==> config.mk <==
export PLATFORM = sky130hd
export DESIGN_NAME = spi_multidev_ctrl
export DESIGN_NICKNAME = d
export VERILOG_FILES = /design/src/rtl/spi_multidev_ctrl.sv
export SDC_FILE = /design/constraint.sdc
export NUM_CORES = 1
export LEC_CHECK = 0
export CAP_MARGIN = 10
export CORE_ASPECT_RATIO = 0.8
export CORE_UTILIZATION = 48
export DETAILED_ROUTE_END_ITERATION = 16
export GPL_TIMING_DRIVEN = 0
export PLACE_DENSITY = 0.76
export SLEW_MARGIN = 20
export SYNTH_ARGS = -nofsm -noshare
export SYNTH_HDL_FRONTEND = slang
export SYNTH_SLANG_ARGS = --single-unit
==> constraint.sdc <==
create_clock -name clk -period 2 [get_ports clk]
set_input_delay 0.4 -clock clk [delete_from_list [all_inputs] [get_ports clk]]
set_output_delay 0.4 -clock clk [all_outputs]
set_load 0.02 [all_outputs]
==> src/rtl/spi_multidev_ctrl.sv <==
// ZXUNO-mapped SPI master for up to 8 devices sharing sclk/mosi, with per-device chip select and CPOL/CPHA modes.
// Define SPI_DIVIDER_EN to make the sclk divider register (REG_DIV) writable; otherwise sclk = clk/2.
module spi_multidev_ctrl #(
  parameter int          NDEV     = 4,
  parameter logic [7:0]  REG_CS   = 8'h02,
  parameter logic [7:0]  REG_DATA = 8'h03,
  parameter logic [7:0]  REG_CTRL = 8'h04,
  parameter logic [7:0]  REG_DIV  = 8'h05
) (
  input  logic            clk,
  input  logic            rst_n,
  input  logic [7:0]      addr,
  input  logic            ior,
  input  logic            iow,
  input  logic [7:0]      din,
  output logic [7:0]      dout,
  output logic            oe,
  output logic            wait_n,
  output logic [NDEV-1:0] spi_cs_n,
  output logic            sclk,
  output logic            mosi,
  input  logic [NDEV-1:0] miso_in,
  output logic [1:0]      dbg_state
);

  typedef enum logic [1:0] {IDLE = 2'd0, SHIFT = 2'd1, DONE = 2'd2} state_t;

  localparam logic [3:0] NDEV_W = 4'(NDEV);

  state_t     state;
  logic       ior_q, iow_q;
  logic       cs_valid;
  logic [2:0] cs_idx;
  logic       cpol, cpha;
  logic [7:0] div_val;
  logic [7:0] div_cnt;
  logic [3:0] hp;
  logic [7:0] tx_sr, rx_sr, rx_reg;

  logic       rd_pulse, wr_pulse, busy, cs_ok, hp_end, start_go, miso_bit;
  logic [3:0] hp_nx;
  logic [7:0] start_data, miso_pad;

`ifdef SPI_DIVIDER_EN
  logic [7:0] div_q;
  assign div_val = div_q;
`else
  assign div_val = 8'h00;
`endif

  assign rd_pulse  = ior & ~ior_q;
  assign wr_pulse  = iow & ~iow_q;
  assign busy      = (state != IDLE);
  assign cs_ok     = !din[7] && ({1'b0, din[2:0]} < NDEV_W);
  assign hp_end    = (div_cnt == div_val);
  assign hp_nx     = hp + 4'd1;
  assign dbg_state = state;

  // A DATA read only starts a dummy transfer when no write is being decoded in the same cycle.
  always_comb begin
    start_go   = (state == IDLE) && (addr == REG_DATA) && (wr_pulse || rd_pulse);
    start_data = wr_pulse ? din : 8'hFF;
  end

  always_comb begin
    miso_pad             = 8'hFF;
    miso_pad[NDEV-1:0]   = miso_in;
    miso_bit             = cs_valid ? miso_pad[cs_idx] : 1'b1;
  end

  always_comb begin
    dout = 8'h00;
    oe   = 1'b0;
    if (ior) begin
      if (addr == REG_CS) begin
        oe   = 1'b1;
        dout = {busy, 4'b0000, cs_idx};
      end else if (addr == REG_DATA) begin
        oe   = 1'b1;
        dout = rx_reg;
      end else if (addr == REG_CTRL) begin
        oe   = 1'b1;
        dout = {6'b000000, cpol, cpha};
      end
`ifdef SPI_DIVIDER_EN
      else if (addr == REG_DIV) begin
        oe   = 1'b1;
        dout = div_q;
      end
`endif
    end
  end

  // Half-period k drives sclk = CPOL^CPHA^k[0]; entering an odd k samples miso, entering an even k shifts mosi.
  always_ff @(posedge clk or negedge rst_n) begin
    if (!rst_n) begin
      state    <= IDLE;
      ior_q    <= 1'b0;
      iow_q    <= 1'b0;
      cs_valid <= 1'b0;
      cs_idx   <= 3'b111;
      spi_cs_n <= '1;
      cpol     <= 1'b0;
      cpha     <= 1'b0;
`ifdef SPI_DIVIDER_EN
      div_q    <= 8'h00;
`endif
      div_cnt  <= 8'h00;
      hp       <= 4'd0;
      tx_sr    <= 8'h00;
      rx_sr    <= 8'h00;
      rx_reg   <= 8'hFF;
      sclk     <= 1'b0;
      mosi     <= 1'b1;
      wait_n   <= 1'b1;
    end else begin
      ior_q <= ior;
      iow_q <= iow;
      case (state)
        IDLE: begin
          sclk <= cpol;
          mosi <= 1'b1;
          if (wr_pulse && addr == REG_CS) begin
            cs_valid <= cs_ok;
            cs_idx   <= cs_ok ? din[2:0] : 3'b111;
            for (int i = 0; i < NDEV; i++)
              spi_cs_n[i] <= !(cs_ok && din[2:0] == 3'(i));
          end else if (wr_pulse && addr == REG_CTRL) begin
            cpha <= din[0];
            cpol <= din[1];
            sclk <= din[1];
          end
`ifdef SPI_DIVIDER_EN
          else if (wr_pulse && addr == REG_DIV) begin
            div_q <= din;
          end
`endif
          if (start_go) begin
            state   <= SHIFT;
            wait_n  <= 1'b0;
            tx_sr   <= start_data;
            mosi    <= start_data[7];
            div_cnt <= 8'h00;
            hp      <= 4'd0;
            sclk    <= cpol ^ cpha;
          end
        end
        SHIFT: begin
          if (hp_end) begin
            div_cnt <= 8'h00;
            if (hp == 4'd15) begin
              state <= DONE;
              sclk  <= cpol;
              mosi  <= 1'b1;
            end else begin
              hp   <= hp_nx;
              sclk <= cpol ^ cpha ^ hp_nx[0];
              if (hp_nx[0]) begin
                rx_sr <= {rx_sr[6:0], miso_bit};
              end else begin
                mosi  <= tx_sr[6];
                tx_sr <= {tx_sr[6:0], 1'b0};
              end
            end
          end else begin
            div_cnt <= div_cnt + 8'd1;
          end
        end
        DONE: begin
          rx_reg <= rx_sr;
          wait_n <= 1'b1;
          state  <= IDLE;
        end
        default: state <= IDLE;
      endcase
    end
  end

endmodule
[Word-level counts from Yosys, hierarchy flattened]
Cells that the tools add are included.
W data, S select, Z words.
Storage, ports and cells
  input port bits: 24
  register bits: 52
Operators by class
  $add $sub $neg: 2
  bitwise logic cells: 8
  magnitude comparators: 2
  reduce and logical (&&, ||, !) cells: 31
  equal/unequal tests: 15
  muxes and demuxes: 42
Operators by type and width (number)
  $mux W8: 6
  $mux W7: 4
  $eq A8 B2 Y1 const B: 2
  $mux W1: 16
  $pmux W8 S2: 1
  $pmux W7 S2: 1
  $mux W4: 3
  $ne A2 B2 Y1 const B: 5
  $logic_and A1 B1 Y1: 9
  $reduce_and A3 Y1: 3
  $add A8 B1 Y8 const B: 1
  $eq A8 B3 Y1 const B: 1
  $logic_not A8 Y1: 1
  $mux W2: 4
  $pmux W4 S2: 1
  $reduce_and A2 Y1: 4
  $reduce_and A4 Y1: 2
  $eq A3 B2 Y1 const B: 2
  $pmux W1 S2: 3
  $reduce_bool A2 Y1: 3
  $logic_not A1 Y1: 5
  $reduce_and A5 Y1: 1
  $add A4 B1 Y4 const B: 1
  $eq A4 B4 Y1 const B: 1
  other kinds (15): 20

[Longest topological paths before layout]
Gate-level depths: netlist of the first run.
  depth in word-level cells: 7
  depth in mapped cells: 8
  gate-level depth less buffers: 7

[Least setup slack after synthesis of the first run]
Ideal clock, no wire load.
  kind: reg2reg
  from: register div_cnt[0]
  to: register rx_sr[1]
  stages on the path, launching flop included: 8
  period minus slack after synthesis: 2.165 ns
  data arrival time: 2.040 ns
  setup time: 0.125 ns
  path buffers: 1
  setup slack: -0.165 ns
  path through: dfrtp_1 -> inv_1 -> ha_1 -> or4b_4 -> or2_0 -> buf_2 -> nor3_4 -> mux2_2
Between the ends
  cells in the longest elaborated chain, start to end: 2
RTL lines
  start, declared: line 36  | logic [7:0] div_cnt;
  start signal, assigned: line 166  | div_cnt <= div_cnt + 8'd1;
  $logic_not A8 Y1: line 55  | assign hp_end = (div_cnt == div_val);
  $reduce_and A4 Y1 (no line)
  end signal, assigned: line 159  | rx_sr <= {rx_sr[6:0], miso_bit};
  end, declared: line 38  | logic [7:0] tx_sr, rx_sr, rx_reg;
No other way between the ends.
A chain may end at the register's enable or synchronous reset.

[Final worst setup path of the first run]
  from: register div_cnt[1]
  to: register rx_sr[2]
The elaborated chain is that of the path after synthesis.

==> impl_metrics.toml, run 1 <==
[sta]
drv_slew = 0
finalSetupViolCount = 13
period_share_pct = 113
period_needed_ns = 2.26
hold_violations = 0
fin_worst_skew_ns = 0.00828
slew-limit-headroom_pct = 56.3
finalWorstSetupSlack_ns = -0.257
grt_setup_unrepaired = "true"
max_clock_freq_mhz = 443
tightest_slew_ns = 0.655

[worst_setup_path]
worstPathMaxFanout = 9
cp-start-kind = "register"
worstPathRequired_ns = 2.19
reg2reg_setup_slack_ns = -0.26
max_stage_delay_ns = 0.49
path_depth = 8
cp-end-kind = "register"
worstReg2RegStart = "div_cnt[1]"
crit_family = "simple AND/OR/NAND/NOR gates"
reg2reg_depth = 8
cp_slowest_cell = "or4b_4"
r2r-end = "rx_sr[2]"
worstSetupPathType = "register to register"
cp_num_buf_inv = 3
worstPathCellList = "inv_2 > ha_1 > or4b_4 > or2_0 > buf_4 > nor3_4 > buf_12 > mux2_2"
worstPathArrival_ns = 2.45

[power]
swShare_pct = 34.9
power_density_nw_per_um2 = 997
p_seq_share_pct = 41.6
p_leak_uw = 0.00140
power_frac_comb_pct = 40.5
power.clock.fraction_pct = 17.9
power.switching_uw = 1220
power.internal_uw = 2270
ir_drop_mv = 0.650

[grt]
grt_pass1_vias = 2096
grt-busiest-layer = "met2"
grt_max_degree = 53
overflow = 0
met2_usage_pct = 38.9
use_met1_pct = 30.5
grt.total_usage_pct = 23.3
grt_pass1_wl_um = 10000
antenna_found_initial = 0
grtUsageMet3_pct = 4.40

[final_layout]
drive_gt1_share_pct = 37.3
most-common-layout-cells = "dfrtp_1, nand2_1, clkdlybuf4s50_1"
utilization_pct = 68.7
final_common_cell = "dfrtp_1"
area_growth_syn_to_layout_pct = 35.6
fin_nets = 345
num_antenna_cells = 0

[drt]
final_antenna_net_count = 0
wl_per_cell_um = 17.1
viasPerCell = 5.82
dr.pass1.iters = 4
drt-initial-drc-count = 147
drc = 0
wl_um = 6520
route.vias.total = 2219

[synthesis]
synth_nets = 283
synth.distinct_cells = 47
synth-warning-count = 0
synthArstFlopShare_pct = 100
syn_area_per_cell_um2 = 10.1
synth_ff_type = "dfrtp_1"
synth_edf_count = 0
syn-instance-count = 256
ys_ff_latch = 52
ys_seq_area_share_pct = 51.2
synth_area_um2 = 2580

[run]
cap_violations = 0

[placed_design]
port_buffers = 40
dp_hpwl_um = 4110
post-place-ws_ns = -0.925
gp_congestion = 0.767

[floorplan]
die_width_um = 84.0
die_h_um = 67.6
fp.coreArea_um2 = 5090
num_rows = 23
start_util_pct = 50.7
fp.dieArea_um2 = 5680
io_pins = 42

[status]
status = "complete, but fails checks"
violations = "negative setup slack"

[clock_network]
cts.sinks = 52
cts_max_level = 2
cts_made_buffers = 5
cts_tree = "done"
cts.clk_slew.worst_paths_ns = 0.10
clock_path_buffers = 2
root_buffer = "clkbuf_8"
clkLatencyLatePin_ns = 0.30

[hold_path]
hp-class = "primary input to async pin"
synthesized netlist by cell type, types with 4 or more instances:
cell / n / share of area [%]
and3_1: 5 / 1.2
o22ai_1: 7 / 1.7
or3_1: 5 / 1.2
a21oi_1: 15 / 2.9
a31oi_1: 7 / 1.7
nand2_1: 27 / 3.9
dfrtp_1: 35 / 34
nand2b_1: 5 / 1.2
nor3_1: 5 / 0.97
mux2_2: 15 / 6.5
dfstp_2: 17 / 17
o21ai_0: 22 / 4.3
clkbuf_1: 6 / 0.87
and2_1: 4 / 0.97
nand3_1: 4 / 0.78
inv_1: 6 / 0.87
nor2_1: 23 / 3.3
how the worst max path moves through the flow:
stage,startpoint,end,slack [ns]
floorplan,div_cnt[0],rx_sr[1],-0.16
global placement,rst_n,dbg_state[0],-1.18
detailed placement,addr[5],dout[0],-0.92
CTS,div_cnt[1],rx_sr[7],-0.23
global route,div_cnt[1],rx_sr[3],-0.30
finish,div_cnt[1],rx_sr[2],-0.26
worst reg2reg max path: cells and delay by family (launching register included):
kind | cells | cell delay, ns
muxes | 1 | 0.33
adders and majority gates | 1 | 0.12
and+or+nand+nor | 3 | 0.92
buffers and inverters | 3 | 0.36
DFF | 1 | 0.41
final cells by class:
cell class	count	area, µm²
clock buffers	7	86.3
repair buffers	58	526
multi-input cells	188	1410
plain buffers	7	41.3
inverters	6	22.5
flip-flops and latches	52	1330
clock inverters	1	7.51
fillers	371	1590
well taps	62	77.6
power by group through the flow:
stage               clock network [µW]  registers (µW)  logic (µW)
CTS                                636            1430        1090
global route                       679            1470        1530
floorplan                            0            1450         678
global placement                     0            1420        1010
detailed placement                   0            1430        1030
finish                             625            1450        1410
logic make-up (layout without fill, tap and decap cells):
kind of cell	Yosys count	after routing	share of synthesized area, %
flops	52	52	51.2
xor+xnor	5	5	1.70
mux	18	18	8.39
fa+ha+maj	3	3	1.45
simple gates	97	97	19.9
buf+inv	16	79	2.47
compound gates	65	65	14.9
stage by stage:
step           instances  total power [µW]  setup TNS (ns)  hold slack [ns]  area [µm²]
6_report             381              3490           -2.12            0.106        3500
5_1_grt              381              3680           -3.54            0.164        3500
4_1_cts              370              3160           -2.67            0.143        3250
3_5_place_dp         358              2460          -26.59            0.463        3060
3_3_place_gp         358              2430          -68.61            0.453        3070
2_1_floorplan        256              2130           -1.28            0.104        2590
routing by layer:
layer	vias to the layer above	wire, µm
met4	0	99
met1	1099	2890
met3	12	279
li1	1041	-
met5	-	0
met2	67	3250
what timing repair did:
item / in CTS / in global routing
endpoints found under the setup margin: 45 / 37
gates resized for setup: 84 / 54
pin swaps: 11 / 10
hold buffers: 0 / 0
cloned: 0 / 2
buffers inserted: 6 / 10
Power figures use the tool's default switching activity.
==> run 2, diff against run 1 <==
--- a/config.mk
+++ b/config.mk
@@ -10,7 +10,9 @@
 export CORE_UTILIZATION = 48
 export DETAILED_ROUTE_END_ITERATION = 16
 export GPL_TIMING_DRIVEN = 0
+export HOLD_SLACK_MARGIN = 0.08
 export PLACE_DENSITY = 0.76
+export SKIP_LAST_GASP = 1
 export SLEW_MARGIN = 20
 export SYNTH_ARGS = -nofsm -noshare
 export SYNTH_HDL_FRONTEND = slang
==> impl_metrics.toml, run 2 (synthesis gave the netlist of run 1 again) <==
[drt]
drc = 0
wl_per_cell_um = 17.2
route.vias.total = 2210
dr.pass1.iters = 5
wl_um = 6490
viasPerCell = 5.85
final_antenna_net_count = 0
drt-initial-drc-count = 144

[clock_network]
cts_hold_buf = 0
clock_path_buffers = 2
cts.sinks = 52
cts.clk_slew.worst_paths_ns = 0.09
cts_made_buffers = 5
root_buffer = "clkbuf_8"
cts_tree = "done"
clkLatencyLatePin_ns = 0.30
cts_max_level = 2

[sta]
period_needed_ns = 2.29
max_clock_freq_mhz = 437
finalWorstSetupSlack_ns = -0.289
slew-limit-headroom_pct = 56.2
hold_violations = 0
finalSetupViolCount = 18
drv_slew = 0
tightest_slew_ns = 0.657
fin_worst_skew_ns = 0.00464
grt_setup_unrepaired = "true"
finalSetupTns_ns = -2.93
period_share_pct = 114

[floorplan]
fp.dieArea_um2 = 5680
die_width_um = 84.0
io_pins = 42
fp.coreArea_um2 = 5090
num_rows = 23
die_h_um = 67.6
start_util_pct = 50.7

[final_layout]
most-common-layout-cells = "dfrtp_1, nand2_1, clkdlybuf4s50_1"
drive_gt1_share_pct = 34.2
area_growth_syn_to_layout_pct = 33.3
num_antenna_cells = 0
final_common_cell = "dfrtp_1"
final_area_um2 = 3440
fin_nets = 342

[placed_design]
port_buffers = 40
placed_cell_area_um2 = 3060
gp_congestion = 0.767
dp_hpwl_um = 4110
post-place-ws_ns = -0.925

[worst_setup_path]
crit_family = "simple AND/OR/NAND/NOR gates"
cp_slowest_cell = "or4b_4"
worstPathRequired_ns = 2.20
worstSetupPathType = "register to register"
cp-start-kind = "register"
worstPathArrival_ns = 2.48
worstPathMaxFanout = 5
cp_num_buf_inv = 3
cp-end-kind = "register"
worstPathCellList = "inv_2 > ha_1 > or4b_4 > or2_0 > buf_4 > nor3_4 > clkbuf_16 > mux2_4"
max_stage_delay_ns = 0.47

[grt]
overflow = 0
grt_pass1_wl_um = 10000
grt.total_usage_pct = 23.2
grt_max_degree = 53
grt_pass1_vias = 2086
antenna_found_initial = 0

[power]
power_density_nw_per_um2 = 978
power_frac_comb_pct = 38.7
ir_drop_mv = 0.609
power.internal_uw = 2200
swShare_pct = 34.7
power.clock.fraction_pct = 18.7
power.switching_uw = 1170
p_seq_share_pct = 42.5
p_leak_uw = 0.00141

[status]
violations = "negative setup slack"
status = "complete, but fails checks"

[hold_path]
hp-class = "primary input to async pin"

[run]
cap_violations = 0
-- run 2: routing by layer --
metal	global-route usage [%]	part of all wire, %	up-vias
met4	9.05	1.7	0
li1	-	-	1037
met1	30.5	45	1087
met3	4.40	4.2	13
met2	38.7	49	73
met5	0	0	-
-- run 2: worst register-to-register path, stage by stage (launching register included) --
cell       delay [ns]
dfrtp_1          0.41
inv_2            0.07
ha_1             0.12
or4b_4           0.47
or2_0            0.22
buf_4            0.16
nor3_4           0.24
clkbuf_16        0.21
mux2_4           0.29
-- run 2: power by group through the flow --
stage | Sequential, µW | Combinational, µW | Clock, µW
after floorplan | 1450 | 678 | 0
after global routing | 1460 | 1420 | 686
after global placement | 1420 | 1010 | 0
after detailed placement | 1430 | 1030 | 0
final | 1430 | 1300 | 631
after CTS | 1430 | 1090 | 636
-- run 2: per-stage QoR --
stage | power (µW) | utilization (%) | hold WS, ns | cells
finish | 3360 | 67.5 | 0.110 | 378
global route | 3560 | 67.5 | 0.168 | 378
CTS | 3160 | 63.8 | 0.143 | 370
detailed placement | 2460 | 60.1 | 0.463 | 358
global placement | 2430 | 60.2 | 0.453 | 358
floorplan | 2130 | - | 0.104 | 256
-- run 2: final timing paths --
kind,start,end,slack (ns),depth (start not counted)
max in group asynchronous,rst_n,dbg_state[1],1.41,1
min,rst_n,iow_q,0.11,1
min in group clk,ior,ior_q,0.43,1
max reg2reg,div_cnt[1],rx_sr[4],-0.29,8
min reg2reg,cs_valid,cs_valid,0.49,2
max,div_cnt[1],rx_sr[4],-0.29,8
-- run 2: area by class of cell --
type	instances	area (µm²)
Buffer	8	40.0
Clock buffer	7	86.3
Clock inverter	1	7.51
Fill cell	395	1650
Inverter	6	22.5
Multi-Input combinational cell	188	1370
Sequential cell	52	1330
Tap cell	62	77.6
Timing Repair Buffer	54	507
-- run 2: repair_timing --
action | CTS | global route
cloned | 0 | 2
setup endpoints to repair | 45 | 37
resized for setup | 82 | 36
setup buffers | 6 | 6
pin swaps | 11 | 10
